==> src/rtl/mips_ctrl_pkg.sv <==
// Shared encodings for the multi-cycle MIPS main control: FSM states, opcodes and
// datapath select codes.
package mips_ctrl_pkg;

    typedef enum logic [3:0] {
        StIdle     = 4'd0,
        StFetch    = 4'd1,
        StDecode   = 4'd2,
        StMemAddr  = 4'd3,
        StMemRead  = 4'd4,
        StMemWb    = 4'd5,
        StMemWrite = 4'd6,
        StExecR    = 4'd7,
        StRWb      = 4'd8,
        StBranch   = 4'd9,
        StJump     = 4'd10,
        StImmExec  = 4'd11,
        StImmWb    = 4'd12,
        StTrap     = 4'd15
    } state_e;

    localparam logic [5:0] OP_RTYPE = 6'd0;
    localparam logic [5:0] OP_J     = 6'd2;
    localparam logic [5:0] OP_BEQ   = 6'd4;
    localparam logic [5:0] OP_ADDI  = 6'd8;
    localparam logic [5:0] OP_ANDI  = 6'd12;
    localparam logic [5:0] OP_LW    = 6'd35;
    localparam logic [5:0] OP_SW    = 6'd43;

    localparam logic [1:0] ALU_OP_ADD   = 2'b00;
    localparam logic [1:0] ALU_OP_SUB   = 2'b01;
    localparam logic [1:0] ALU_OP_FUNCT = 2'b10;
    localparam logic [1:0] ALU_OP_AND   = 2'b11;

    localparam logic [1:0] PC_SRC_ALU    = 2'b00;
    localparam logic [1:0] PC_SRC_ALUOUT = 2'b01;
    localparam logic [1:0] PC_SRC_JUMP   = 2'b10;

    localparam logic [1:0] ALU_B_REG      = 2'b00;
    localparam logic [1:0] ALU_B_FOUR     = 2'b01;
    localparam logic [1:0] ALU_B_IMM      = 2'b10;
    localparam logic [1:0] ALU_B_IMM_SHL2 = 2'b11;

    // States that wait on the memory handshake and are covered by the timeout.
    function automatic logic is_wait_state(input state_e s);
        return (s == StFetch) || (s == StMemRead) || (s == StMemWrite);
    endfunction

endpackage

==> src/rtl/mem_wait_timer.sv <==
// Saturating memory-wait counter with a timeout compare; TIMEOUT of 0 never expires.
module mem_wait_timer #(
    parameter int unsigned WAIT_W  = 4,
    parameter int unsigned TIMEOUT = 15
) (
    input  logic clk_i,
    input  logic rst_ni,
    input  logic clear_i,
    input  logic en_i,
    output logic expire_o
);

    localparam logic [WAIT_W-1:0] CntMax = '1;

    logic [WAIT_W-1:0] cnt_q, cnt_d;

    always_ff @(posedge clk_i or negedge rst_ni) begin
        if (!rst_ni) begin
            cnt_q <= '0;
        end else begin
            cnt_q <= cnt_d;
        end
    end

    always_comb begin
        cnt_d = cnt_q;
        if (clear_i) begin
            cnt_d = '0;
        end else if (en_i && (cnt_q != CntMax)) begin
            cnt_d = cnt_q + 1'b1;
        end
    end

    assign expire_o = (TIMEOUT != 0) && (cnt_q == WAIT_W'(TIMEOUT));

endmodule

==> src/rtl/multicycle_control.sv <==
// Multi-cycle MIPS main control FSM with memory handshake timeout and retired count.
// Optional andi support is enabled by defining CTRL_ANDI_EN.
module multicycle_control
    import mips_ctrl_pkg::*;
#(
    parameter int unsigned OPCODE_W = 6,
    parameter int unsigned WAIT_W   = 4,
    parameter int unsigned TIMEOUT  = 15,
    parameter int unsigned CNT_W    = 16
) (
    input  logic                clk_i,
    input  logic                rst_ni,
    input  logic [OPCODE_W-1:0] opcode_i,
    input  logic                mem_ready_i,
    output logic                pc_write_o,
    output logic                pc_write_cond_o,
    output logic                i_or_d_o,
    output logic                mem_read_o,
    output logic                mem_write_o,
    output logic                mem_to_reg_o,
    output logic                ir_write_o,
    output logic                alu_src_a_o,
    output logic                reg_write_o,
    output logic                reg_dst_o,
    output logic [1:0]          pc_source_o,
    output logic [1:0]          alu_src_b_o,
    output logic [1:0]          alu_op_o,
    output logic                instr_done_o,
    output logic [CNT_W-1:0]    instr_count_o,
    output logic                fault_o,
    output logic [3:0]          state_o
);

    localparam logic [OPCODE_W-1:0] OpRtype = OPCODE_W'(OP_RTYPE);
    localparam logic [OPCODE_W-1:0] OpJ     = OPCODE_W'(OP_J);
    localparam logic [OPCODE_W-1:0] OpBeq   = OPCODE_W'(OP_BEQ);
    localparam logic [OPCODE_W-1:0] OpAddi  = OPCODE_W'(OP_ADDI);
    localparam logic [OPCODE_W-1:0] OpLw    = OPCODE_W'(OP_LW);
    localparam logic [OPCODE_W-1:0] OpSw    = OPCODE_W'(OP_SW);
`ifdef CTRL_ANDI_EN
    localparam logic [OPCODE_W-1:0] OpAndi  = OPCODE_W'(OP_ANDI);
`endif

    state_e              state_q, state_d;
    logic [OPCODE_W-1:0] op_q, op_d;
    logic                fault_q, fault_d;
    logic [CNT_W-1:0]    count_q, count_d;
    logic                wait_clear, wait_en, wait_expire;

    function automatic state_e decode_op(input logic [OPCODE_W-1:0] op);
        case (op)
            OpRtype:     return StExecR;
            OpLw, OpSw:  return StMemAddr;
            OpBeq:       return StBranch;
            OpJ:         return StJump;
            OpAddi:      return StImmExec;
`ifdef CTRL_ANDI_EN
            OpAndi:      return StImmExec;
`endif
            default:     return StTrap;
        endcase
    endfunction

    // Counter restarts on every entry to a wait state, including FETCH after MEM_WRITE.
    assign wait_clear = is_wait_state(state_d) && (state_d != state_q);
    assign wait_en    = is_wait_state(state_q) && !mem_ready_i;

    mem_wait_timer #(
        .WAIT_W  (WAIT_W),
        .TIMEOUT (TIMEOUT)
    ) u_mem_wait_timer (
        .clk_i    (clk_i),
        .rst_ni   (rst_ni),
        .clear_i  (wait_clear),
        .en_i     (wait_en),
        .expire_o (wait_expire)
    );

    always_ff @(posedge clk_i or negedge rst_ni) begin
        if (!rst_ni) begin
            state_q <= StIdle;
            op_q    <= '0;
            fault_q <= 1'b0;
            count_q <= '0;
        end else begin
            state_q <= state_d;
            op_q    <= op_d;
            fault_q <= fault_d;
            count_q <= count_d;
        end
    end

    always_comb begin
        state_d = state_q;
        case (state_q)
            StIdle:     state_d = StFetch;
            StFetch: begin
                if (mem_ready_i)      state_d = StDecode;
                else if (wait_expire) state_d = StTrap;
            end
            StDecode:   state_d = decode_op(opcode_i);
            StMemAddr:  state_d = (op_q == OpLw) ? StMemRead : StMemWrite;
            StMemRead: begin
                if (mem_ready_i)      state_d = StMemWb;
                else if (wait_expire) state_d = StTrap;
            end
            StMemWb:    state_d = StFetch;
            StMemWrite: begin
                if (mem_ready_i)      state_d = StFetch;
                else if (wait_expire) state_d = StTrap;
            end
            StExecR:    state_d = StRWb;
            StRWb:      state_d = StFetch;
            StBranch:   state_d = StFetch;
            StJump:     state_d = StFetch;
            StImmExec:  state_d = StImmWb;
            StImmWb:    state_d = StFetch;
            StTrap:     state_d = StTrap;
            default:    state_d = StTrap;
        endcase
    end

    assign op_d    = (state_q == StDecode) ? opcode_i : op_q;
    assign fault_d = fault_q | (state_d == StTrap);
    assign count_d = count_q + CNT_W'(instr_done_o);

    always_comb begin
        pc_write_o      = 1'b0;
        pc_write_cond_o = 1'b0;
        i_or_d_o        = 1'b0;
        mem_read_o      = 1'b0;
        mem_write_o     = 1'b0;
        mem_to_reg_o    = 1'b0;
        ir_write_o      = 1'b0;
        alu_src_a_o     = 1'b0;
        reg_write_o     = 1'b0;
        reg_dst_o       = 1'b0;
        pc_source_o     = PC_SRC_ALU;
        alu_src_b_o     = ALU_B_REG;
        alu_op_o        = ALU_OP_ADD;
        instr_done_o    = 1'b0;
        case (state_q)
            StFetch: begin
                mem_read_o  = 1'b1;
                alu_src_b_o = ALU_B_FOUR;
                ir_write_o  = mem_ready_i;
                pc_write_o  = mem_ready_i;
            end
            StDecode:   alu_src_b_o = ALU_B_IMM_SHL2;
            StMemAddr: begin
                alu_src_a_o = 1'b1;
                alu_src_b_o = ALU_B_IMM;
            end
            StMemRead: begin
                mem_read_o = 1'b1;
                i_or_d_o   = 1'b1;
            end
            StMemWb: begin
                reg_write_o  = 1'b1;
                mem_to_reg_o = 1'b1;
                instr_done_o = 1'b1;
            end
            StMemWrite: begin
                mem_write_o  = 1'b1;
                i_or_d_o     = 1'b1;
                instr_done_o = mem_ready_i;
            end
            StExecR: begin
                alu_src_a_o = 1'b1;
                alu_op_o    = ALU_OP_FUNCT;
            end
            StRWb: begin
                reg_dst_o    = 1'b1;
                reg_write_o  = 1'b1;
                instr_done_o = 1'b1;
            end
            StBranch: begin
                alu_src_a_o     = 1'b1;
                alu_op_o        = ALU_OP_SUB;
                pc_write_cond_o = 1'b1;
                pc_source_o     = PC_SRC_ALUOUT;
                instr_done_o    = 1'b1;
            end
            StJump: begin
                pc_write_o   = 1'b1;
                pc_source_o  = PC_SRC_JUMP;
                instr_done_o = 1'b1;
            end
            StImmExec: begin
                alu_src_a_o = 1'b1;
                alu_src_b_o = ALU_B_IMM;
`ifdef CTRL_ANDI_EN
                alu_op_o    = (op_q == OpAndi) ? ALU_OP_AND : ALU_OP_ADD;
`else
                alu_op_o    = ALU_OP_ADD;
`endif
            end
            StImmWb: begin
                reg_write_o  = 1'b1;
                instr_done_o = 1'b1;
            end
            default: ;
        endcase
    end

    assign instr_count_o = count_q;
    assign fault_o       = fault_q;
    assign state_o       = state_q;

endmodule

==> config.mk <==
export PLATFORM = sky130hd
export DESIGN_NAME = multicycle_control
export DESIGN_NICKNAME = d
export VERILOG_FILES = /design/src/rtl/mips_ctrl_pkg.sv /design/src/rtl/mem_wait_timer.sv /design/src/rtl/multicycle_control.sv
export SDC_FILE = /design/constraint.sdc
export NUM_CORES = 1
export LEC_CHECK = 0
export CORE_MARGIN = 3
export CORE_UTILIZATION = 39
export CTS_CLUSTER_DIAMETER = 80
export DETAILED_ROUTE_END_ITERATION = 16
export PLACE_DENSITY_LB_ADDON = 0.1
export SLEW_MARGIN = 20
export SYNTH_ARGS = -nofsm -noshare
export SYNTH_HDL_FRONTEND = slang
export SYNTH_SLANG_ARGS = --single-unit
==> constraint.sdc <==
create_clock -name clk_i -period 3 [get_ports clk_i]
set_input_delay 0.6 -clock clk_i [delete_from_list [all_inputs] [get_ports clk_i]]
set_output_delay 0.6 -clock clk_i [all_outputs]
set_load 0.005 [all_outputs]
==> metrics <==
most frequent CP cell clkdlybuf4s50_1; number of global-route vias before repair 1,558; # port buffers 46; via/cell ratio between 5 and 6; CP max-delay cell clkdlybuf4s50_1; worst rel slew slack approximately 53%; switch share 26.0%; CTS Buf Count 5; hold worst-path end instr_count_o[15]; max incr delay on CP between 500 and 600 ps; Net Switching around 0.28 mW; DIE WIDTH 74.0 um; crit-path cells clkdlybuf4s50_1 -> inv_1 -> o21a_1 -> o21ai_0 -> clkdlybuf4s50_1; share of layout cells above drive strength 1 between 10% and 20%; Hold Crit Class flip-flop to flip-flop; largest net degree at the start of global routing 32; synth unique cells 52; Post-CTS Hold Fix Bufs 0; DRT iter0 DRCs 73; Worst Setup End Kind output port; crit start category primary input; Avg Inst Size Synth around 9.9 sq um; final worst slack approximately 160 ps; syn_nets between 150 and 200; delay-heaviest family, CP buffers and inverters; clock network power share about two fifths; clk_skew approximately 2.3 ps; CTS HTree Levels 2; Remaining DRCs 0; post-CTS resize count 0; ANT cells 0; Overall Global Routing Usage 16.9%; first-pass GRT wire length just over 7000 um; Initial Util roughly two fifths; vias post-DR 1,561; routed length per instance around 15 um; DP HPWL 3300 um; Int Pwr between 0.7 and 0.8 mW; unrepaired setup endpoints after global routing false; Pleak between 1 and 1.5 nW; max-slew violations 0; WL final approximately 4300 um; Seq/Total Area, Yosys 43.0%; IR drop worst, VDD between 0.3 and 0.4 mV; combinational group share of total power 19.2%; WP data required 2400 ps; core area between 4000 and 5000 sq um; worst reg2reg endpoint u_mem_wait_timer.cnt_q[2]; status finished, final reports clean; commonest non-fill, non-tap cells in the layout 46 x clkdlybuf4s50_1, 31 x dfrtp_1, 17 x nor2_1, 14 x nand2_1, 12 x buf_4; I/O Pins 47; PwrDens ~430 nW/um^2; clock sink count 31; crit path time final 2840 ps; worst-margin pin slew 695 ps; most common cell after layout, fill and taps aside clkdlybuf4s50_1; Reg2Reg Depth 10; Most used DFF post-synth dfrtp_1; DP Worst Slack ~7.9 ps; Reg clk slew, reported paths 60 ps; GP Congestion ~0.8; Synthesis Warnings 0; post-route cell area ~2500 sq um; Die Y approximately 74 um; Clk Latency, worst-skew pair between 200 and 300 ps; TritonRoute pass-1 iters 4; reg2reg setup slack ~350 ps; worst hold start instr_count_o[15]; Die ar. 5470 sq um; Rows 24; gr ovfl total 0; Post-Place Cell Area 2360 sq um; Synth Cell Area between 1500 and 2000 sq um; buffer count from post-CTS setup fixing 0; worst path buffer plus inverter count 3; FF-to-FF Start state_o[0]; #FFs+latches synth 31; worst setup path startpoint mem_ready_i; CTS root buf clkbuf_8; worst-case clock buffer depth 2; critical path type primary input to output port; worst hold path depth 1; Total Negative Setup Slacks 0 ps; area delta synth->final 37.5%; Hold Vio Cnt, Final 0; CP Data Arrival Time ~2200 ps; max-cap viol count 0; final setup vio count 0; crit path max fanout 4; Cells after Synth around 180; period utilization a little over nine tenths; power share of the sequential group between 40% and 50%; Final nets 250; FMAX 0.352 GHz; EDFF count, synth 0; TritonCTS clock tree done; ys async rst share between 90% and 100%; antenna violations before repair 0; number of antenna-violating nets in the routed design 0
## logic make-up (layout without fill, tap and decap cells)
logic type | count (synthesis) | in the layout | share of synthesized area (%)
simple gates | 77 | 77 | 24.6
mux | 9 | 9 | 5.55
fa+ha+maj | 3 | 3 | 2.08
compound gates | 34 | 34 | 13.4
xor+xnor | 15 | 15 | 7.29
flops | 31 | 31 | 43.0
buf+inv | 13 | 70 | 4.02
## routing by layer
layer  routed length [um]  global-route usage (%)
met1                 1940                    21.1
met2                 2170                    29.4
met3                  130                    3.11
met4                   68                    5.84
met5                    0                       0
## sequential cells by signal (all words and copies together) (netlist names)
signal and count:
u_mem_wait_timer.cnt_q 4, fault_o 1, op_q 6, state_o 4
instr_count_o 16
## worst reg2reg max path, cell delays in order (launching register included)
cell and delay, ps:
dfrtp_1 570, buf_4 260, nor4b_4 310, inv_2 70
o221a_1 310, inv_2 80, mux2_1 330, a211oi_2 190
buf_4 170, a221oi_1 100, mux2i_1 180
## Yosys cell counts, drive strengths merged (2+ instances only)
cell / count / share of area, %
mux2: 8 / 5.0
a22o: 2 / 0.97
nor3: 3 / 0.83
clkbuf: 4 / 0.83
a21oi: 6 / 1.7
inv: 4 / 0.83
xnor2: 11 / 5.3
nand2: 14 / 2.9
nand2b: 8 / 3.6
a31oi: 2 / 0.69
and3: 5 / 1.7
dfrtp: 31 / 43
o21ai: 6 / 1.7
nor4b: 2 / 1.8
nand3: 11 / 3.1
a21o: 3 / 1.2
ha: 3 / 2.1
nand3b: 2 / 0.83
or3: 2 / 0.97
a21boi: 2 / 0.83
xor2: 4 / 1.9
or2: 2 / 0.83
nand4: 6 / 2.1
nor4: 2 / 1.0
buf: 5 / 2.4
nor2: 17 / 3.5
## area by class of cell
class | instances | area [sq um]
sequential | 31 | 776
clock inverter | 2 | 35.0
tap | 52 | 65.1
timing repair buffer | 58 | 551
multi-input combinational | 138 | 955
clock buffer | 6 | 82.6
fill | 407 | 1940
inverter | 4 | 15.0
## power groups by stage
stage          registers, mW  clock network, mW  logic, mW
4_1_cts                0.460              0.419      0.208
3_3_place_gp           0.468                  0      0.204
6_report               0.460              0.410      0.207
5_1_grt                0.463              0.438      0.231
2_1_floorplan          0.445                  0      0.136
3_5_place_dp           0.468                  0      0.208
## stage by stage
step                power, mW  hold WS, ps  util (%)  std cells
CTS                      1.09          483      56.2        291
detailed placement      0.676          470      53.5        283
floorplan               0.580          304         -        182
global route             1.13          495      56.2        291
global placement        0.672          460      53.5        283
finish                   1.08          475      56.2        291
## worst max-delay path by stage
stage,end,slack (ps),cells past startpoint
CTS,instr_done_o,120,5
floorplan,instr_count_o[14],480,11
detailed placement,u_mem_wait_timer.cnt_q[3],8,8
finish,instr_done_o,160,5
global route,instr_done_o,30,5
global placement,u_mem_wait_timer.cnt_q[3],20,8
Note: power is estimated with default switching activity, not from simulation.
==> patch 1: new RTL, same flow settings <==
`op_q` no longer has a reset.
--- a/src/rtl/multicycle_control.sv
+++ b/src/rtl/multicycle_control.sv
@@ -79,15 +79,17 @@
     always_ff @(posedge clk_i or negedge rst_ni) begin
         if (!rst_ni) begin
             state_q <= StIdle;
-            op_q    <= '0;
             fault_q <= 1'b0;
             count_q <= '0;
         end else begin
             state_q <= state_d;
-            op_q    <= op_d;
             fault_q <= fault_d;
             count_q <= count_d;
         end
+    end
+
+    always_ff @(posedge clk_i) begin
+        op_q <= op_d;
     end
 
     always_comb begin
Function: no difference found for any inputs over 10 cycles, from zero or initial values and one cycle with rst_ni low; that may be too few to reach the edited logic, so the function may still have changed.
==> patch 1 against the unedited design <==
Synthesized cell count shrank 6.0%; sequential share of layout area grew 3.0 points; count of clock-buffer cells in the layout grew 1; synthesized area shrank 1.5%; wire length shrank 5.1%; sequential cell count is the same; design area shrank 5.1%; global-route usage shrank 0.83 points; setup slack gained 88 ps; register-to-register slack gained 140 ps; critical endpoint unchanged.
Power is not compared: it rests on default switching activity, and its combinational part moved more than twofold at a synthesized area within 25%.
==> patch 1: results (changes against the unedited design) <==
Critical path
  • WP data arrival: 2150 ps (-90 ps)
  • Maximum single-stage delay on the critical path: 690 ps (+120 ps)
  • Reg-to-reg critical path endpoint: instr_count_o[14]$_DFF_PN0_
  • Number of cells traversed by the worst register-to-register path: 9 (-1)
  • CP max FO: 15 (+11)
  • Classification of the worst setup path: flop to output port
  • R2r setup slk: 490 ps (+140 ps)
  • Top Family by Delay on Critical Path: flip-flops
  • Launching point of the worst reg2reg path: state_o[0]$_DFF_PN0_
  • Library cell contributing the largest single delay on the critical path: dfrtp_1

Status
  • Status: finished clean

Place
  • Worst setup slack after placement: 199 ps (+192 ps)
  • Placed Area: 2270 um2 (-3.9%)
  • Final Wtd Congestion: 0.826 (+5.8%)
  • HPWL after DPL: 3010 um (-8.8%)
  • Number of instances in the placed design: 261 (-7.8%)

Global routing
  • All-layer global routing usage: 0.161 (-0.00831)
  • Global-route wire length before repair: 6820 um (-6.2%)
  • Met3 demand-to-capacity share in global routing: 0.0451 (+0.0141)
  • Maximum number of pins on one net before global-route repair: 26 (-19%)
  • Met1 Track Usage GR: 0.211 (-0.000585)
  • Met2 global-route usage: 0.259 (-0.0354)
  • Via count of the first global-routing pass: 1437 (-7.8%)

Finish
  • Count of fill cells added during filler insertion: 360 (-12%)
  • Proportion of layout cells with a drive suffix above 1: 0.0913 (-0.0677)
  • # nets final: 230 (-8.0%)

Synth
  • Top cells by instance count after synthesis: dfrtp_1, nor2_1, xnor2_1
  • Nets in the synthesized netlist: 183 (-5.7%)
  • Share of the yosys chip area belonging to registers: 0.454 (+0.0236)
  • Synth area leaders: dfrtp_1, edfxtp_1, xnor2_1, nor2_1, nand2b_1
  • Distinct cell type count of the synthesized netlist: 53 (+1.9%)
  • Fraction of synthesis flops using an asynchronous set or reset pin: 0.806 (-0.194)
  • Count of mapped cells out of synthesis: 171 (-6.0%)
  • Post-synth EDFFs: 6 (+6)

Timing
  • Final critical-path share of the clock period: 0.917 (-0.0295)
  • Tightest Pin Transition: 659 ps (-36.3 ps)
  • Clk_skew: 4.91 ps (+2.65 ps)
  • Worst hold margin: 463 ps (-11.8 ps)

Worst hold path
  • Worst hold endpoint: instr_count_o[15]$_DFF_PN0_
  • Worst hold stages: 1 (unchanged)

Detailed routing
  • Post-Route WL: 4080 um (-5.1%)
  • Detailed-routing iteration count for the pre-antenna-repair pass: 4 (unchanged)
  • Average detailed-routed wire length per instance: 15.2 um (+2.6%)
  • Via/cell ratio: 5.48 (+2.1%)
  • DR iter-0 viols: 86 (+18%)

CTS
  • Number of H-tree branching levels: 2 (unchanged)
-- patch 1: cell count changes after synthesis, sizes merged, moves of 3 or more --
cell	before	now
edfxtp	0	6
nor2	17	14
mux2	8	1
nand2	14	9
dfrtp	31	25
nand3	11	7
-- patch 1: cell type report --
class                           instances  area [um2]  share of cell area
Sequential cell                        31         806               0.343
Multi-Input combinational cell        124         888               0.378
Tap cell                               50        62.6              0.0266
Clock inverter                          1        5.00             0.00213
Inverter                                6        22.5             0.00958
Timing Repair Buffer                   50         490               0.209
Clock buffer                            7        76.3              0.0325
-- patch 1: metal layers --
layer | routed length (um) | up-vias
met5 | 0 | -
met2 | 1860 | 51
met1 | 1900 | 700
met4 | 68 | 0
li1 | - | 715
met3 | 257 | 8
-- patch 1: stage by stage --
step / utilization / total power, mW
finish: 0.560 / 2.01
global route: 0.560 / 2.16
CTS: 0.560 / 2.03
detailed placement: 0.540 / 1.71
global placement: 0.540 / 1.69
floorplan: - / 1.27
-- patch 1: worst register-to-register path: stages (launching register included) --
cell	delay (ps)
dfrtp_1	690
nand2b_1	250
nand2_1	110
a21oi_1	70
a21oi_1	230
ha_1	320
ha_1	390
nand3_1	130
nor2_1	130
xnor2_1	120
-- patch 1: power breakdown --
group	total [mW]	switching, mW	leakage [nW]	internal (mW)
logic	0.976	0.420	0.542	0.557
registers	0.725	0.190	0.373	0.536
clock network	0.312	0.149	0.0422	0.163
total	2.01	0.758	0.957	1.25
-- patch 1: kinds of logic after synthesis --
family	after synthesis	share of synthesized area
compound gates	37	0.169
buf+inv	16	0.0458
fa+ha+maj	4	0.0268
flops	31	0.454
mux	1	0.00634
xor+xnor	15	0.0740
simple gates	67	0.224
==> patch 2: new RTL, same flow settings <==
Without the edit above. Build with the macro `CTRL_ANDI_EN` defined.
--- a/src/rtl/multicycle_control.sv
+++ b/src/rtl/multicycle_control.sv
@@ -1,5 +1,7 @@
 // Multi-cycle MIPS main control FSM with memory handshake timeout and retired count.
 // Optional andi support is enabled by defining CTRL_ANDI_EN.
+`define CTRL_ANDI_EN
+
 module multicycle_control
     import mips_ctrl_pkg::*;
 #(
Check against the original RTL: not equivalent (Yosys sat finds a counterexample within 4 cycles, from zero or initial values and one cycle with rst_ni low).
==> patch 2 against the unedited design <==
Design area is 0.76% lower; wire length grew 3.4%; sequential cell count did not move; synthesized area is 4.5% higher; setup slack improved by 120 ps; global-route usage up 0.21 points; clock skew grew 4.1 ps; non-clock buffer count decreased by 5; critical endpoint unchanged; largest cell class unchanged; highest routed layer unchanged.
Power is not compared: it rests on default switching activity, and its combinational part moved more than twofold at a synthesized area within 25%.
==> patch 2: results (changes against the unedited design) <==
Global routing
  • Maximum number of pins on one net before global-route repair: 32 (unchanged)
  • Met1 Track Usage GR: 0.225 (+0.0140)
  • Number of antenna violations at the first check in global routing: 0 (unchanged)
  • Global-route wire length before repair: 7470 um (+2.8%)
  • All-layer global routing usage: 0.171 (+0.00209)
  • Met3 demand-to-capacity share in global routing: 0.0449 (+0.0138)
  • Met2 global-route usage: 0.272 (-0.0220)

Detailed routing
  • Met2 wire length: 2130 um (-1.6%)
  • DR iter-0 viols: 144 (+97%)
  • Uppermost routed layer: met4
  • Routed met1 length: 1960 um (+1.3%)
  • Detailed-routing iteration count for the pre-antenna-repair pass: 4 (unchanged)
  • Total number of vias: 1615 (+3.5%)
  • Average detailed-routed wire length per instance: 15.2 um (+2.7%)
  • Metal3 WL: 289 um (+120%)

Synth
  • Fraction of synthesis flops using an asynchronous set or reset pin: 1.00 (unchanged)
  • Synth area leaders: dfrtp_1, xnor2_1, nor2_1, mux2_2, nand2_1
  • Nets in the synthesized netlist: 201 (+3.6%)
  • Top cells by instance count after synthesis: dfrtp_1, nor2_1, nand2_1
  • Most used flip-flop cell after synthesis: dfrtp_1
  • Syn. warnings: 0 (unchanged)
  • Distinct cell type count of the synthesized netlist: 55 (+5.8%)
  • Share of the yosys chip area belonging to registers: 0.412 (-0.0186)

Timing
  • Clk_skew: 6.41 ps (+4.15 ps)
  • Tightest Pin Transition: 545 ps (-150 ps)

Power and ir drop
  • Static Leakage: 1.02 nW
  • Worst vdd rail ir drop: 0.441 mV
  • Total internal power: approximately 1.4 mW
  • Total sequential power: 0.705 mW
  • Reported net switching power: 0.850 mW
  • Relative contribution of the clock network to total power: 0.140

Place
  • Placed Area: 2380 um2 (+0.74%)
  • Final Wtd Congestion: 0.866 (+11%)
  • Worst setup slack after placement: 128 ps (+120 ps)
  • HPWL after DPL: 3370 um (+2.3%)
  • Port Buffer Count: 46 (unchanged)

Finish
  • Number of inserted diodes: 0 (unchanged)
  • Proportion of layout cells with a drive suffix above 1: 0.158 (-0.00132)
  • # nets final: 252 (+0.80%)
  • Number of flip-flops under the largest register name: 16 (unchanged)

CTS
  • Number of gates resized after cts: 0 (unchanged)
  • Clock latency reported for the late side of the worst-skew pair: 270 ps (about the same)
  • Clk slew on worst S/H paths: 60 ps (about the same)
  • Setup repair bufs after CTS: 0 (unchanged)
  • Clock Tree Root: clkbuf_8
  • Total CTS buffers: 5 (unchanged)
  • Number of H-tree branching levels: 2 (unchanged)
  • Clock buffer depth: 2 (unchanged)
  • Sink Count: 31 (unchanged)

Critical path
  • Maximum single-stage delay on the critical path: 620 ps (+50 ps)
  • CP max FO: 14 (+10)
  • WP data arrival: 2120 ps (-120 ps)
  • Top Family by Delay on Critical Path: simple AND/OR/NAND/NOR gates
  • Library cell contributing the largest single delay on the critical path: dfrtp_1

Worst hold path
  • Class of the most critical hold timing path: flop to flop

Status
  • Status: finished clean
patch 2: cell count changes after synthesis, sizes merged, moves of 3 or more:
cell / unedited run / this run
a2111oi: 0 / 3
nand3: 11 / 8
nor3b: 0 / 5
nor2: 17 / 23
nand2b: 8 / 4
patch 2: worst paths after layout:
check | slack, ps | cells after the start | to | start
min in group asynchronous | 720 | 2 | op_q[1]$_DFFE_PN0P_ | rst_ni
hold / removal | 470 | 1 | instr_count_o[15]$_DFF_PN0_ | instr_count_o[15]$_DFF_PN0_
setup / recovery | 280 | 5 | instr_done_o | state_o[0]$_DFF_PN0_
max in group asynchronous | 2000 | 2 | instr_count_o[0]$_DFF_PN0_ | rst_ni
setup reg to reg | 360 | 10 | instr_count_o[14]$_DFF_PN0_ | state_o[0]$_DFF_PN0_
hold reg to reg | 470 | 1 | instr_count_o[15]$_DFF_PN0_ | instr_count_o[15]$_DFF_PN0_
patch 2: cells by family after synthesis:
logic type	synth area share
XOR/XNOR	0.0744
flip-flops	0.412
adder cells (fa/ha/maj)	0.0199
multiplexers	0.0359
AND/OR/NAND/NOR	0.268
AO/OA/AOI/OAI	0.139
buffers and inverters	0.0505
patch 2: per-stage QoR:
step | std cells | utilization
floorplan | 189 | -
detailed placement | 285 | 0.528
CTS | 293 | 0.546
finish | 293 | 0.546
global route | 293 | 0.546
global placement | 285 | 0.528
patch 2: layout make-up:
| class | instances | area (um2) |
|---|---|---|
| Multi-Input combinational cell | 146 | 1010 |
| Sequential cell | 31 | 776 |
| Clock buffer | 7 | 76.3 |
| Timing Repair Buffer | 53 | 513 |
| Fill cell | 419 | 2040 |
| Inverter | 3 | 11.3 |
| Tap cell | 52 | 65.1 |
| Clock inverter | 1 | 5.00 |
